**src/rtl/card_pkg.sv**
```systemverilog
// Shared sizes, state encoding and index helper for the card-array controller.
package card_pkg;

  localparam int DEF_N_CARDS   = 16;
  localparam int DEF_SYM_W     = 4;
  localparam int DEF_FAIL_HOLD = 8;

  typedef enum logic [1:0] {
    ST_IDLE  = 2'd0,
    ST_ONE   = 2'd1,
    ST_CHECK = 2'd2,
    ST_HOLD  = 2'd3
  } card_state_e;

  function automatic logic idx_oob(input int unsigned idx, input int unsigned n);
    return idx >= n;
  endfunction

endpackage

```
**src/rtl/card_sym_store.sv**
```systemverilog
// Per-card symbol register file: one synchronous write port, two combinational reads.
module card_sym_store
  import card_pkg::*;
#(
  parameter int N_CARDS = DEF_N_CARDS,
  parameter int SYM_W   = DEF_SYM_W,
  parameter int IDX_W   = $clog2(N_CARDS)
) (
  input  logic             clk,
  input  logic             wr_en_i,
  input  logic [IDX_W-1:0] wr_addr_i,
  input  logic [SYM_W-1:0] wr_sym_i,
  input  logic [IDX_W-1:0] rd_a_idx_i,
  output logic [SYM_W-1:0] rd_a_sym_o,
  input  logic [IDX_W-1:0] rd_b_idx_i,
  output logic [SYM_W-1:0] rd_b_sym_o
);

  logic [SYM_W-1:0] mem_q [N_CARDS];

  // Symbols are board content, not control state, so they carry no reset.
  always_ff @(posedge clk) begin
    if (wr_en_i) mem_q[wr_addr_i] <= wr_sym_i;
  end

  assign rd_a_sym_o = mem_q[rd_a_idx_i];
  assign rd_b_sym_o = mem_q[rd_b_idx_i];

endmodule

```
**src/rtl/card_array_ctrl.sv**
```systemverilog
// Board-level controller: selection, pair compare, external path check, hide and game-over.
module card_array_ctrl
  import card_pkg::*;
#(
  parameter int N_CARDS   = DEF_N_CARDS,
  parameter int SYM_W     = DEF_SYM_W,
  parameter int IDX_W     = $clog2(N_CARDS),
  parameter int FAIL_HOLD = DEF_FAIL_HOLD
) (
  input  logic               clk,
  input  logic               rst,
  input  logic               new_game,
  input  logic               wr_en,
  input  logic [IDX_W-1:0]   wr_addr,
  input  logic [SYM_W-1:0]   wr_sym,
  input  logic [IDX_W-1:0]   cur_idx,
  input  logic               s,
  input  logic               chk_ack,
  input  logic               chk_ok,
  output logic               chk_req,
  output logic [IDX_W-1:0]   chk_a,
  output logic [IDX_W-1:0]   chk_b,
  output logic [N_CARDS-1:0] sel,
  output logic [N_CARDS-1:0] blink,
  output logic [N_CARDS-1:0] hidden,
  output logic               ms,
  output logic               mf,
  output logic [IDX_W-1:0]   pairs_left,
  output logic               done
);

  localparam logic [1:0] IDLE  = ST_IDLE;
  localparam logic [1:0] ONE   = ST_ONE;
  localparam logic [1:0] CHECK = ST_CHECK;
  localparam logic [1:0] HOLD  = ST_HOLD;

  localparam int               CNT_W      = $clog2(FAIL_HOLD + 1);
  localparam logic [IDX_W-1:0] PAIRS_INIT = IDX_W'(N_CARDS / 2);

  logic [1:0]         state_q, state_d;
  logic [IDX_W-1:0]   idx_a_q, idx_a_d, idx_b_q, idx_b_d;
  logic [SYM_W-1:0]   sym_a_q, sym_a_d;
  logic               clob_q, clob_d;
  logic [CNT_W-1:0]   cnt_q, cnt_d;
  logic [N_CARDS-1:0] sel_q, sel_d, hidden_q, hidden_d, blink_q, blink_d;
  logic [IDX_W-1:0]   pairs_q, pairs_d;
  logic               ms_q, ms_d, mf_q, mf_d, req_q, req_d, done_q, done_d;

  logic               pick_ok, wr_ok;
  logic [SYM_W-1:0]   rd_a_sym, rd_cur_sym, sym_a_eff;

  assign pick_ok = s && !idx_oob(32'(cur_idx), N_CARDS) && !hidden_q[cur_idx];
  assign wr_ok   = wr_en && (state_q == IDLE) && (sel_q == '0)
                   && !idx_oob(32'(wr_addr), N_CARDS);

  card_sym_store #(
    .N_CARDS (N_CARDS),
    .SYM_W   (SYM_W),
    .IDX_W   (IDX_W)
  ) u_store (
    .clk        (clk),
    .wr_en_i    (wr_ok),
    .wr_addr_i  (wr_addr),
    .wr_sym_i   (wr_sym),
    .rd_a_idx_i (idx_a_q),
    .rd_a_sym_o (rd_a_sym),
    .rd_b_idx_i (cur_idx),
    .rd_b_sym_o (rd_cur_sym)
  );

  // A write landing on the first card in its own pick cycle must not affect the
  // compare, so that one case uses the symbol captured before the write.
  assign sym_a_eff = clob_q ? sym_a_q : rd_a_sym;

  always_comb begin
    state_d  = state_q;
    idx_a_d  = idx_a_q;
    idx_b_d  = idx_b_q;
    sym_a_d  = sym_a_q;
    clob_d   = clob_q;
    cnt_d    = cnt_q;
    sel_d    = sel_q;
    hidden_d = hidden_q;
    pairs_d  = pairs_q;
    ms_d     = 1'b0;
    mf_d     = 1'b0;
    req_d    = req_q;

    if (new_game) begin
      state_d  = IDLE;
      sel_d    = '0;
      hidden_d = '0;
      pairs_d  = PAIRS_INIT;
      req_d    = 1'b0;
      cnt_d    = '0;
      clob_d   = 1'b0;
    end else begin
      case (state_q)
        IDLE: begin
          if (pick_ok) begin
            idx_a_d         = cur_idx;
            sym_a_d         = rd_cur_sym;
            clob_d          = wr_ok && (wr_addr == cur_idx);
            sel_d[cur_idx]  = 1'b1;
            state_d         = ONE;
          end
        end
        ONE: begin
          if (pick_ok) begin
            if (cur_idx == idx_a_q) begin
              sel_d[idx_a_q] = 1'b0;
              state_d        = IDLE;
            end else begin
              idx_b_d        = cur_idx;
              sel_d[cur_idx] = 1'b1;
              if (sym_a_eff == rd_cur_sym) begin
                req_d   = 1'b1;
                state_d = CHECK;
              end else begin
                mf_d    = 1'b1;
                cnt_d   = CNT_W'(FAIL_HOLD);
                state_d = HOLD;
              end
            end
          end
        end
        CHECK: begin
          if (chk_ack) begin
            req_d = 1'b0;
            if (chk_ok) begin
              sel_d[idx_a_q]    = 1'b0;
              sel_d[idx_b_q]    = 1'b0;
              hidden_d[idx_a_q] = 1'b1;
              hidden_d[idx_b_q] = 1'b1;
              if (pairs_q != '0) pairs_d = pairs_q - IDX_W'(1);
              ms_d    = 1'b1;
              state_d = IDLE;
            end else begin
              mf_d    = 1'b1;
              cnt_d   = CNT_W'(FAIL_HOLD);
              state_d = HOLD;
            end
          end
        end
        default: begin
          if (cnt_q <= CNT_W'(1)) begin
            sel_d[idx_a_q] = 1'b0;
            sel_d[idx_b_q] = 1'b0;
            cnt_d          = '0;
            state_d        = IDLE;
          end else begin
            cnt_d = cnt_q - CNT_W'(1);
          end
        end
      endcase
    end
  end

  always_comb begin
    blink_d = '0;
    for (int i = 0; i < N_CARDS; i++) begin
      blink_d[i] = (cur_idx == IDX_W'(i)) && !hidden_q[i];
    end
  end

  // done follows pairs_left by one cycle; a new game drops it at once.
  assign done_d = !new_game && (pairs_q == '0);

  always_ff @(posedge clk or posedge rst) begin
    if (rst) begin
      state_q  <= IDLE;
      idx_a_q  <= '0;
      idx_b_q  <= '0;
      sym_a_q  <= '0;
      clob_q   <= 1'b0;
      cnt_q    <= '0;
      sel_q    <= '0;
      hidden_q <= '0;
      blink_q  <= '0;
      pairs_q  <= PAIRS_INIT;
      ms_q     <= 1'b0;
      mf_q     <= 1'b0;
      req_q    <= 1'b0;
      done_q   <= 1'b0;
    end else begin
      state_q  <= state_d;
      idx_a_q  <= idx_a_d;
      idx_b_q  <= idx_b_d;
      sym_a_q  <= sym_a_d;
      clob_q   <= clob_d;
      cnt_q    <= cnt_d;
      sel_q    <= sel_d;
      hidden_q <= hidden_d;
      blink_q  <= blink_d;
      pairs_q  <= pairs_d;
      ms_q     <= ms_d;
      mf_q     <= mf_d;
      req_q    <= req_d;
      done_q   <= done_d;
    end
  end

  assign chk_req    = req_q;
  assign chk_a      = idx_a_q;
  assign chk_b      = idx_b_q;
  assign sel        = sel_q;
  assign blink      = blink_q;
  assign hidden     = hidden_q;
  assign ms         = ms_q;
  assign mf         = mf_q;
  assign pairs_left = pairs_q;
  assign done       = done_q;

endmodule

```
**config.mk**
```make
export PLATFORM = sky130hd
export DESIGN_NAME = card_array_ctrl
export DESIGN_NICKNAME = d
export VERILOG_FILES = /design/src/rtl/card_pkg.sv /design/src/rtl/card_sym_store.sv /design/src/rtl/card_array_ctrl.sv
export SDC_FILE = /design/constraint.sdc
export NUM_CORES = 1
export LEC_CHECK = 0
export ABC_AREA = 0
export CAP_MARGIN = 20
export CORE_AREA = 2 2 101 142
export DETAILED_ROUTE_END_ITERATION = 10
export DIE_AREA = 0 0 103 144
export PLACE_DENSITY_LB_ADDON = 0.1
export REMOVE_ABC_BUFFERS = 1
export SYNTH_ARGS = -nofsm -noshare
export SYNTH_HDL_FRONTEND = slang
export SYNTH_HIERARCHICAL = 1
export SYNTH_SLANG_ARGS = --single-unit
```
**constraint.sdc**
```tcl
create_clock -name clk -period 7.1 [get_ports clk]
set_clock_uncertainty 0.2 [all_clocks]
set_input_delay 0.71 -clock clk [delete_from_list [all_inputs] [get_ports clk]]
set_output_delay 0.71 -clock clk [all_outputs]
set_load 0.01 [all_outputs]
```
==> impl_metrics.toml, run 1 <==
[logic_synthesis]
synthTopCellsByCount = "74 x dfrtp_1, 64 x edfxtp_1, 60 x nor2_1, 30 x mux4_1, 30 x nand2_1"
synth_ff_type = "dfrtp_1"
synth_area_mm2 = 0.00734
synth-xor-area-share_pct = 1.67
yosysMostFrequentCell = "dfrtp_1"
synth.area.top_cells = "edfxtp_1 26%, dfrtp_1 25%, mux4_1 11%, nor2_1 3.1%, mux2_2 1.8%"
synth.top_cell.area_share_pct = 26.2
seq_area_frac_synth_pct = 51.8
syn_area_per_cell_um2 = 12.3
ys_ff_latch = 139
synth_mux_area_share_pct = 15.7
synth_top_family_by_area = "multiplexers"
synth-simple-area-share_pct = 14.5
synth_edf_count = 64
synth.distinct_cells = 66
synth_compound_area_share_pct = 11.7
syn_inst = 597
synth_top_cell_by_area = "edfxtp_1"
ys_async_sr_fraction_pct = 54.0
synth-adder-area-share_pct = 1.19
yosysWarningCount = 6

[power]
power_uw = 3060
p_leak_uw = 0.00336
power_switching_uw = 1100
p_comb_share_pct = 35.4
clkPwrFrac_pct = 29.6
power_switching_share_pct = 36.0
p_int_uw = 1960
power_density_mw_per_mm2 = 345
seqPwrFrac_pct = 35.0
vdd_drop_max_v = 0.000236

[clocking]
post-cts-setup-buffer-count = 0
numCtsBuffers = 17
cts_sinks = 139
cts.repair.resized = 0
clk_latency_ps = 430
clk_pin_slew_ps = 60
ctsHoldBuffers = 0
clockRootBuffer = "clkbuf_16"
clk_path_buf_depth = 2
htreeDepth = 4
tritoncts = "built"

[floorplanning]
ios = 83
die_y_um = 144
num_rows = 51
die_w_um = 103
die-area_mm2 = 0.0148
core-area_mm2 = 0.0137
initial_core_util_pct = 53.7

[timing]
fin_crit_sh_pct = 58.3
period_needed_ps = 4140
hold_viol_final = 0
slew_headroom_pct = 18.8
fmaxAchievable_ghz = 0.242
worstMarginPinSlew_ps = 1210
grt_setup_unrepaired = "false"
slew_violations = 0
hold_ws_ps = 291
final-setup-viol-count = 0
fin_setup_tns_ps = 0

[global_routing]
use_met1_pct = 33.9
grt_first_pass_wirelength_um = 31600
grt.total_usage_pct = 29.1
grt-busiest-layer = "met2"
met2_usage_pct = 50.5
overflow = 0
grt_use_met3_pct = 4.35
grt_pass1_vias = 5652
antenna_found_initial = 0
grt_max_degree = 76

[placed_design]
dp_hpwl_um = 14100
gp_congestion = 0.922
io_buffers = 82

[routing]
drt_iter0_drc = 382
viasPerCell = 6.36
wl_per_cell_um = 23.3
drt-total-wl_um = 20200
post-route-drc-count = 0
dr.pass1.iters = 5
ant_nets = 0
dr_total_vias = 5508

[layout]
final-seq-area_mm2 = 0.00380
layout-drive-gt1-share_pct = 12.5
multi_input_area_mm2 = 0.00328
antenna_cells = 0
nets = 694
fill_cells = 1073
synthToLayoutAreaGrowth_pct = 21.0

[setup_path]
setup.worst_path.start_class = "register"
critPathCaptureType = "register"
cp_max_fo = 17
cp_data_required_time_ps = 6950
critPathArrivalTime_ps = 3990
crit_type = "register to register"

[status]
status = "finished, final reports clean"

[flow_run]
max-cap-violations = 0

[hold_path]
hold_class = "register to register"
[per-stage QoR]
step / utilization (%) / area [um^2] / instances / worst slack, ps
after CTS: 64.6 / 8820 / 864 / 2450
after detailed placement: 60.2 / 8230 / 832 / 1990
after global routing: 65.0 / 8880 / 866 / 2670
after floorplan: - / 7130 / 559 / 3690
after global placement: 60.2 / 8230 / 832 / 2060
final: 65.0 / 8880 / 866 / 2960
[worst paths after layout]
path                       cells past startpoint  slack [ps]  startpoint                   to
setup reg to reg                               7        2960  state_q[0]  u_store/mem_q[0][3]
hold reg to reg                                1         290  hidden[10]            blink[10]
setup / recovery                               7        2960  state_q[0]  u_store/mem_q[0][3]
hold / removal                                 1         290  hidden[10]            blink[10]
max in group asynchronous                      3        5360         rst           sym_a_q[1]
min in group asynchronous                      3         690         rst            blink[12]
[power by group through the flow]
stage	Clock, uW	Sequential, uW	Combinational [uW]
after floorplan	0	1080	654
after global placement	0	1090	1010
after detailed placement	0	1100	1030
after CTS	916	1090	1030
after global routing	948	1080	1170
final	905	1070	1080
[flip-flops by register name (all words and copies together), names as in the netlist, 2 cells and up]
name,cells
blink,16
sel,16
u_store/mem_q,64
chk_a,4
chk_b,4
pairs_left,4
hidden,16
state_q,2
sym_a_q,4
cnt_q,4
[final cells by class]
class	count	share of cell area (%)
clock inverters	12	1.56
clock buffers	20	5.15
multi-input cells	408	37.0
well taps	185	2.61
repair buffers	90	10.4
flip-flops and latches	139	42.8
inverters	12	0.507
[logic make-up after synthesis]
logic type	Yosys count
simple gates	209
flops	139
compound gates	121
mux	57
buf+inv	50
xor+xnor	14
fa+ha+maj	7
[worst max-delay path, stage by stage, from the launching register on]
cell and delay (ps):
dfrtp_1 400, inv_1 120, ha_1 560, nor4b_1 310
nand4_1 160, nor4_1 990, or3b_2 560, nor3_1 460
[metal layers]
layer / wire [um] / vias to the layer above
met5: 0 / -
met4: 994 / 0
met3: 866 / 59
met2: 10800 / 216
met1: 7570 / 2778
li1: - / 2455
[cell usage in the layout (no fill, tap or decap), types with 7 or more instances in the layout]
cell type         n
a21oi_1          25
mux4_1           30
ha_1              7
a31oi_1           7
nor2b_1           8
nand2_1          30
inv_1            11
a22oi_1           9
nand2b_1         18
clkdlybuf4s50_1  82
o21ai_0          11
mux2_2           12
dfrtp_1          74
xnor2_1          10
or2_2             8
nor3_1           26
nor4_1           11
clkbuf_16        17
o22ai_1          18
nor2_1           60
nand3_1          24
mux2i_1           7
edfxtp_1         64
Power figures use the tool's default switching activity.
==> run 2, diff against run 1 <==
--- a/config.mk
+++ b/config.mk
@@ -7,9 +7,9 @@
 export LEC_CHECK = 0
 export ABC_AREA = 0
 export CAP_MARGIN = 20
-export CORE_AREA = 2 2 101 142
+export CORE_AREA = 2 2 105 147
 export DETAILED_ROUTE_END_ITERATION = 10
-export DIE_AREA = 0 0 103 144
+export DIE_AREA = 0 0 107 149
 export PLACE_DENSITY_LB_ADDON = 0.1
 export REMOVE_ABC_BUFFERS = 1
 export SYNTH_ARGS = -nofsm -noshare
==> constraint.sdc (replaced) <==
create_clock -name clk -period 3.7 [get_ports clk]
set_clock_uncertainty 0.2 [all_clocks]
set_input_delay 0.37 -clock clk [delete_from_list [all_inputs] [get_ports clk]]
set_output_delay 0.37 -clock clk [all_outputs]
set_load 0.01 [all_outputs]
==> run 2 against run 1 <==
Non-clock buffer count is 17 higher. Critical endpoint is now cnt_q[1]. Via count up 1.1%. Largest power group unchanged. Worst hold slack improved by 21 ps. Worst setup slack got worse by 2700 ps. Global-route usage shrank 2.6 points. Maximum frequency rose by 21%. Largest cell class unchanged. Die area up 7.5%. Clock-buffer cell count rose by 1. Clock power up 86%. First-iteration DRC count is 1.8% higher. Highest routed layer unchanged.
==> impl_metrics.toml, run 2 (same netlist as run 1, synthesis figures left out) <==
[layout]
layoutNonFillerInstCount = 890
largest_register_ffs = 64
most-common-layout-cells = "82 x clkdlybuf4s50_1, 73 x dfrtp_1, 64 x edfxtp_1, 60 x nor2_1"
layout-drive-gt1-share_pct = 14.6
nets = 711
antenna_cells = 0
fill_cells = 1169
largest_register = "u_store/mem_q"
final_common_cell = "clkdlybuf4s50_1"
synthToLayoutAreaGrowth_pct = 22.5

[placed_design]
placed_cells = 857
dp_worst_setup_slack_ps = 9.71
gp_congestion = 0.927
io_buffers = 82
dp_hpwl_um = 15200

[hold_path]
min-delay-start = "hidden[4]"
hold_depth = 1
hold_class = "register to register"

[global_routing]
overflow = 0
antenna_found_initial = 0
grt_max_degree = 42
grt_first_pass_wirelength_um = 31800
grt.total_usage_pct = 26.5
grt_pass1_vias = 5616

[clocking]
htreeDepth = 4
post-cts-setup-buffer-count = 0
numCtsBuffers = 17
clk_pin_slew_ps = 70
clk_latency_ps = 420
clk_path_buf_depth = 2
clockRootBuffer = "clkbuf_16"
tritoncts = "built"
cts_sinks = 139

[power]
p_comb_share_pct = 36.0
power_switching_share_pct = 36.0
vdd_drop_max_v = 0.000340
power_switching_uw = 2120
p_leak_uw = 0.00344
power_density_mw_per_mm2 = 654
clkPwrFrac_pct = 28.6
p_int_uw = 3760
seqPwrFrac_pct = 35.4

[routing]
drt_iter0_drc = 389
dr_total_vias = 5568
highest_layer = "met4"
met2_length_um = 10900
wl_met3_um = 803
viasPerCell = 6.26
ant_nets = 0
wl_met1_um = 7480
dr.pass1.iters = 5
drt-total-wl_um = 20200
post-route-drc-count = 0
wl_per_cell_um = 22.7

[setup_path]
critPathArrivalTime_ps = 3520
cp_data_required_time_ps = 3800
critPathCaptureType = "register"
cp_max_fo = 17
crit_type = "register to register"
r2r-end = "cnt_q[1]"
cp-endpoint = "cnt_q[1]"
reg2reg_setup_slack_ps = 280
setup.worst_path.start_class = "register"
rr_worst_depth = 10
r2r-start = "chk_a[0]"
critPathLaunch = "chk_a[0]"

[floorplanning]
die_w_um = 107
die_y_um = 149
initial_core_util_pct = 49.6
core-area_mm2 = 0.0148
die-area_mm2 = 0.0159
num_rows = 53
ios = 83

[timing]
fin_crit_sh_pct = 92.5
hold_viol_final = 0
worstMarginPinSlew_ps = 931
grt_setup_unrepaired = "false"
fmaxAchievable_ghz = 0.292
fin_setup_tns_ps = 0
period_needed_ps = 3420
slew_violations = 0
slew_headroom_pct = 37.7
worst_slack_ps = 279
final-setup-viol-count = 0

[flow_run]
max-cap-violations = 0

[status]
status = "finished, final reports clean"
==> run 2: cell count changes in the layout (fill, tap and decap cells not counted), sizes merged, moves of 2 or more <==
cell / previous run / this run
buf: 8 / 24
clkinv: 3 / 5
clkinvlp: 4 / 0
inv: 15 / 17
==> run 2: routing by layer <==
layer  global-route usage, %  vias up
met5                       0        -
met3                    4.15       65
met4                    14.2        0
met1                    30.0     2797
met2                    47.8      216
li1                        -     2490
==> run 2: metrics by stage <==
step                hold slack (ps)  area, um^2  power [uW]  utilization (%)
floorplan                       233        7130        3320                -
global placement                294        8390        4170             56.8
detailed placement              297        8390        4210             56.8
CTS                             318        8990        5880             60.8
global route                    323        8990        6160             60.8
finish                          313        8990        5880             60.8
==> run 2: worst max-delay path, cell delays in order (launching register included) <==
cell	delay [ps]
dfrtp_2	660
mux4_1	620
a22oi_1	290
nand3_1	140
mux2i_1	180
xnor2_1	80
nor4_1	360
buf_4	220
o311ai_2	100
nand2_2	140
mux2_1	320
==> run 2: worst min-delay path by stage <==
stage                  to
3_5_place_dp   sym_a_q[0]
2_1_floorplan     chk_req
3_3_place_gp     blink[4]
5_1_grt          blink[4]
4_1_cts          blink[4]
6_report         blink[4]
==> run 2: timing repair <==
item	CTS	global route
endpoints found under the setup margin	0	5
hold buffers	1	0
gates resized for setup	0	1
hold endpoints to repair	9	0
==> run 2: layout make-up <==
cell class	count	area (um^2)	share of cell area (%)
tap	192	240	2.67
inverter	12	45.0	0.501
clock buffer	21	475	5.29
sequential	139	3800	42.3
clock inverter	11	108	1.20
multi-input combinational	408	3280	36.5
timing repair buffer	107	1040	11.5
==> run 2: power groups by stage <==
stage / Sequential, uW / Combinational (uW) / Clock, uW
after CTS: 2080 / 2110 / 1700
after floorplan: 2070 / 1250 / 0
after global placement: 2090 / 2080 / 0
final: 2080 / 2120 / 1680
after detailed placement: 2100 / 2100 / 0
after global routing: 2110 / 2280 / 1770
